### src/rtl/display_pkg.sv
// Shared types and digit-enable encodings for the two-digit display multiplexer.
package display_pkg;

   typedef logic [3:0] nibble_t;

   typedef enum logic [1:0] {
      BLANK1,
      SHOW0,
      BLANK0,
      SHOW1
   } mux_state_t;

   // Enables are active-low: bit k low lights digit k.
   localparam logic [1:0] DIG_OFF = 2'b11;
   localparam logic [1:0] DIG0_ON = 2'b10;
   localparam logic [1:0] DIG1_ON = 2'b01;

endpackage

### src/rtl/display_mux_if.sv
// Bundle of display value inputs and decoder/enable outputs for display_mux.
interface display_mux_if;
   import display_pkg::*;

   logic       enable;
   nibble_t    digit0;
   nibble_t    digit1;
   nibble_t    bin_out;
   logic [1:0] digit_en_n;

   modport master (
      output enable, digit0, digit1,
      input  bin_out, digit_en_n
   );

   modport slave (
      input  enable, digit0, digit1,
      output bin_out, digit_en_n
   );

endinterface

### src/rtl/display_mux.sv
// Two-digit time multiplexer with dead-time blanking between digit slots.
// Optional build macro DISPLAY_MUX_LEADING_ZERO_BLANK_EN keeps a zero left digit dark.
//
// state  | meaning
// BLANK1 | dead time after digit 1 (also the idle / disabled state)
// SHOW0  | right digit lit, bin_out = digit0 captured on entry
// BLANK0 | dead time after digit 0
// SHOW1  | left digit lit, bin_out = digit1 captured on entry
module display_mux
   import display_pkg::*;
#(
   parameter int REFRESH_DIV = 24000,
   parameter int DEAD_CYCLES = 480
) (
   input  logic         clk,
   input  logic         reset,
   display_mux_if.slave bus
);

   localparam int CW = $clog2(REFRESH_DIV);
   localparam logic [CW-1:0] BLANK_LAST = CW'(DEAD_CYCLES - 1);
   localparam logic [CW-1:0] SHOW_LAST  = CW'(REFRESH_DIV - DEAD_CYCLES - 1);

   if (DEAD_CYCLES < 1 || DEAD_CYCLES >= REFRESH_DIV) begin : g_param_check
      $error("display_mux: DEAD_CYCLES must satisfy 1 <= DEAD_CYCLES < REFRESH_DIV");
   end

   mux_state_t    state, state_nx;
   logic [CW-1:0] cnt, cnt_nx;
   nibble_t       bin_nx;
   logic [1:0]    en_nx;
   logic          last;

   always_ff @(posedge clk) begin
      if (reset) begin
         state          <= BLANK1;
         cnt            <= '0;
         bus.digit_en_n <= DIG_OFF;
         bus.bin_out    <= '0;
      end else begin
         state          <= state_nx;
         cnt            <= cnt_nx;
         bus.digit_en_n <= en_nx;
         bus.bin_out    <= bin_nx;
      end
   end

   always_comb begin
      state_nx = state;
      cnt_nx   = cnt + 1'b1;
      bin_nx   = bus.bin_out;
      en_nx    = bus.digit_en_n;
      last     = (state == SHOW0 || state == SHOW1) ? (cnt == SHOW_LAST)
                                                     : (cnt == BLANK_LAST);

      if (!bus.enable) begin
         state_nx = BLANK1;
         cnt_nx   = '0;
         en_nx    = DIG_OFF;
      end else if (last) begin
         cnt_nx = '0;
         // Segment data only changes while both digits are dark.
         case (state)
            BLANK1: begin
               state_nx = SHOW0;
               bin_nx   = bus.digit0;
               en_nx    = DIG0_ON;
            end
            SHOW0: begin
               state_nx = BLANK0;
               en_nx    = DIG_OFF;
            end
            BLANK0: begin
               state_nx = SHOW1;
               bin_nx   = bus.digit1;
`ifdef DISPLAY_MUX_LEADING_ZERO_BLANK_EN
               en_nx    = (bus.digit1 == 4'h0) ? DIG_OFF : DIG1_ON;
`else
               en_nx    = DIG1_ON;
`endif
            end
            SHOW1: begin
               state_nx = BLANK1;
               en_nx    = DIG_OFF;
            end
            default: begin
               state_nx = BLANK1;
               en_nx    = DIG_OFF;
            end
         endcase
      end
   end

endmodule

### src/flat_wrapper.sv
// flat-port wrapper written by rule: the top's interface ports become plain ports
module display_mux_flat import display_pkg::*;
#(
   parameter int REFRESH_DIV = 24000,
   parameter int DEAD_CYCLES = 480
)
  (clk, reset, bus_enable, bus_digit0, bus_digit1, bus_bin_out, bus_digit_en_n);
  display_mux_if bus_i ();
  input  logic clk;
  input  logic reset;
  input wire logic [$bits(bus_i.enable)-1:0] bus_enable;
  input wire logic [$bits(bus_i.digit0)-1:0] bus_digit0;
  input wire logic [$bits(bus_i.digit1)-1:0] bus_digit1;
  output wire logic [$bits(bus_i.bin_out)-1:0] bus_bin_out;
  output wire logic [$bits(bus_i.digit_en_n)-1:0] bus_digit_en_n;
  assign bus_i.enable = bus_enable;
  assign bus_i.digit0 = bus_digit0;
  assign bus_i.digit1 = bus_digit1;
  assign bus_bin_out = bus_i.bin_out;
  assign bus_digit_en_n = bus_i.digit_en_n;
  display_mux #(.REFRESH_DIV(REFRESH_DIV), .DEAD_CYCLES(DEAD_CYCLES)) u_core (.clk(clk), .reset(reset), .bus(bus_i));
endmodule
### config.mk
export PLATFORM = sky130hd
export DESIGN_NAME = display_mux_flat
export DESIGN_NICKNAME = d
export VERILOG_FILES = /design/src/rtl/display_pkg.sv /design/src/rtl/display_mux_if.sv /design/src/rtl/display_mux.sv /design/src/flat_wrapper.sv
export SDC_FILE = /design/constraint.sdc
export NUM_CORES = 1
export LEC_CHECK = 0
export ABC_CLOCK_PERIOD_IN_PS = 4100
export CELL_PAD_IN_SITES_DETAIL_PLACEMENT = 0
export CELL_PAD_IN_SITES_GLOBAL_PLACEMENT = 1
export CORE_MARGIN = 2
export CORE_UTILIZATION = 43
export DETAILED_ROUTE_END_ITERATION = 10
export PLACE_DENSITY_LB_ADDON = 0.25
export SYNTH_ARGS = -nofsm -noshare
export SYNTH_HDL_FRONTEND = slang
export SYNTH_SLANG_ARGS = --single-unit
### constraint.sdc
create_clock -name clk -period 4.1 [get_ports clk]
set_clock_uncertainty 0.1 [all_clocks]
set_input_delay 0.615 -clock clk [delete_from_list [all_inputs] [get_ports clk]]
set_output_delay 0.615 -clock clk [all_outputs]
set_load 0.02 [all_outputs]
==> impl_metrics.toml <==
[pwr]
pd_cells_nw_per_um2 = 249
vdd.ir_drop.worst_mv = 0.148
total_power_uw = 346
p_leak_nw = 0.473

[drt]
drtIter0Drc = 17
detailroute.via_count = 958
finalWirelength_um = 2250
antenna_violating_nets_post_route = 0
detailedRoute.firstPassIterationCount = 4
wire_per_inst_um = 12.8
viasPerCell = 5.44
final_routed_drc_violation_total = 0

[sta]
finalCriticalPeriod_ns = 2.15
timing.final.ws_setup_ns = 1.95
rsz_0062_raised_after_global_routing = "no"
hold_slack_ns = 0.357
period_utilization_pct = 52.6
slew_viol_final = 0
report.final.hold_viol_count = 0
setup_total_negative_slack_ns = 0
worst_slew_margin_rel_pct = 58.2
clock.fmax_ghz = 0.464
worst_slew_pin_slew_ns = 0.622
setup_violations = 0

[clocking]
clockBufferDepth = 2
cts.hold.buffers_added = 0
cts.repair_timing.setup_buffer_count = 0
number_of_resized_instances_in_the_post_cts_repair_step = 0
cts_htree_levels = 1
clock_sink_count = 23
clk-insertion-delay-late_ns = 0.30
tritoncts_clock_tree = "done"
cts_root_buf = "clkbuf_4"
cts_made_buffers = 3
clk_transition_reported_paths_ns = 0.13

[floorplanning]
die_area_sq_um = 3230
initial_core_util_pct = 44.3
io-pin-count = 17
number_of_placement_rows = 19
fp.coreArea_sq_um = 2710
die_w_um = 56.9
die-height_um = 56.9

[place]
dpl.hpwl_um = 1690
dp_slack_ns = 1.88
port-buffer-count = 16
finalWeightedCongestion = 0.792

[worst_setup_path]
critical-path-slowest-cell = "or4_1"
end_kind = "register"
rr_endpoint = "u_core.cnt[3]"
path_depth = 4
reg2regPathDepth = 4
worstSetupPathType = "reg2reg"
reg2reg_from = "u_core.cnt[9]"
cpLargestDelayFamily = "simple AND/OR/NAND/NOR gates"
timing.critical_path.to = "u_core.cnt[3]"
worstPathCellList = "or4_1 -> mux2_2 -> o21ai_2 -> nor2_1"
timing.critical_path.arrival_ns = 2.24
cpPeakStageDelay_ns = 0.57
critical_path_buf_inv_count = 0
crit_path_start = "u_core.cnt[9]"
setup.reg_to_reg.worst_slack_ns = 1.95
timing.critical_path.fanout_max = 12
timing.critical_path.from_type = "register"
critPathRequiredTime_ns = 4.19

[logic_synthesis]
synth_enable_flop_cells = 0
async_reset_ff_share_pct = 0
syn-instance-count = 131
syn-num-nets = 148
synthDistinctLibCells = 30
yosysSeqAreaShare_pct = 38.3
share_of_cell_area_taken_by_muxes_after_synthesis_pct = 5.10
synth-simple-area-share_pct = 24.9
post_synth.cell_area_avg_sq_um = 9.17
netlist_area_sq_um = 1200
postSynthRegisterBits = 23
yosys.area_share.adder_pct = 6.25
ys.warnings.count = 0
synth_top_family_by_area = "simple AND/OR/NAND/NOR gates"
postSynth.topFlopCell = "dfxtp_1"
synth-compound-area-share_pct = 11.4
synth_xor_area_share_pct = 9.48

[finish]
layout_commonest_cell = "dfxtp_1"
design.final.nets = 163
finalCoreUtilization_pct = 51.2
area_growth_pct = 15.5
diodes = 0
layout_cells_sized_above_1_pct = 8.97
most-common-layout-cells = "23 x dfxtp_1, 16 x nor2_1, 16 x clkdlybuf4s50_1, 9 x xnor2_1"

[global_route]
grt_start_max_net_pins = 14
grt_pass1_vias = 899
grt_use_total_pct = 15.4
grt_first_pass_wirelength_um = 3940
antenna_found_initial = 0
grt_overflow_total = 0

[worst_hold_path]
hold_class = "reg2reg"

[outcome]
outcome = "finished clean"

[job]
maxCapViolations = 0
==> report_power, final <==
group / leakage [nW] / total, mW / internal [mW] / switching (mW)
Sequential: 0.186 / 0.225 / 0.224 / 0.000663
Combinational: 0.269 / 0.0178 / 0.0105 / 0.00727
Clock: 0.0177 / 0.103 / 0.0364 / 0.0669
==> cells by family (layout without fill, tap and decap cells) <==
family                   after synthesis  count (layout)
AND/OR/NAND/NOR                       56              56
flip-flops                            23              23
AO/OA/AOI/OAI                         17              17
XOR/XNOR                              13              13
buffers and inverters                 10              24
adder cells (fa/ha/maj)                6               6
multiplexers                           6               6
==> sequential cells by signal, indices dropped and copies added, names as in the netlist <==
register and count:
u_core.bus.bin_out 4, u_core.bus.digit_en_n 2, u_core.cnt 15, u_core.state 2
==> cell usage after synthesis (all sizes together) (2+ instances only) <==
master | count | area [sq um]
dfxtp | 23 | 460
a21oi | 3 | 15.0
o41ai | 4 | 65.1
or4 | 2 | 18.8
nand4 | 6 | 37.5
ha | 6 | 75.1
xnor2 | 9 | 78.8
mux2i | 5 | 50.1
buf | 4 | 32.5
nor2 | 16 | 60.1
nand2 | 5 | 18.8
and3 | 3 | 18.8
xor2 | 4 | 35.0
clkbuf | 2 | 7.51
nor3 | 5 | 25.0
or3 | 2 | 18.8
nand3 | 6 | 30.0
inv | 4 | 15.0
nor2b | 5 | 31.3
o21ai | 9 | 48.8
nor4 | 4 | 25.0
==> worst min path at each step <==
stage / from / endpoint / slack, ns / depth (start not counted)
after global routing: u_core.cnt[0] / u_core.cnt[0] / 0.38 / 1
final: u_core.cnt[0] / u_core.cnt[0] / 0.36 / 1
after CTS: u_core.cnt[0] / u_core.cnt[0] / 0.36 / 1
after global placement: u_core.cnt[0] / u_core.cnt[0] / 0.33 / 1
after floorplan: u_core.cnt[0] / u_core.cnt[0] / 0.32 / 1
after detailed placement: u_core.cnt[0] / u_core.cnt[0] / 0.33 / 1
==> final cells by class <==
| class | count | area, sq um |
|---|---|---|
| sequential | 23 | 460 |
| inverter | 4 | 15.0 |
| tap | 31 | 38.8 |
| clock inverter | 1 | 5.00 |
| fill | 279 | 1320 |
| timing repair buffer | 16 | 160 |
| clock buffer | 3 | 22.5 |
| multi-input combinational | 98 | 686 |
==> metrics by stage <==
step | cells | instance area [sq um]
floorplan | 131 | 1200
global placement | 172 | 1360
detailed placement | 172 | 1360
CTS | 176 | 1390
global route | 176 | 1390
finish | 176 | 1390
==> layer usage <==
| layer | GRT usage [%] | share of wire [%] | vias to the layer above |
|---|---|---|---|
| li1 | - | - | 494 |
| met1 | 19.5 | 48 | 450 |
| met2 | 26.4 | 49 | 10 |
| met3 | 2.07 | 2.3 | 4 |
| met4 | 5.98 | 1.5 | 0 |
| met5 | 0 | 0 | - |
No activity file was read; power rests on OpenSTA's default activity.
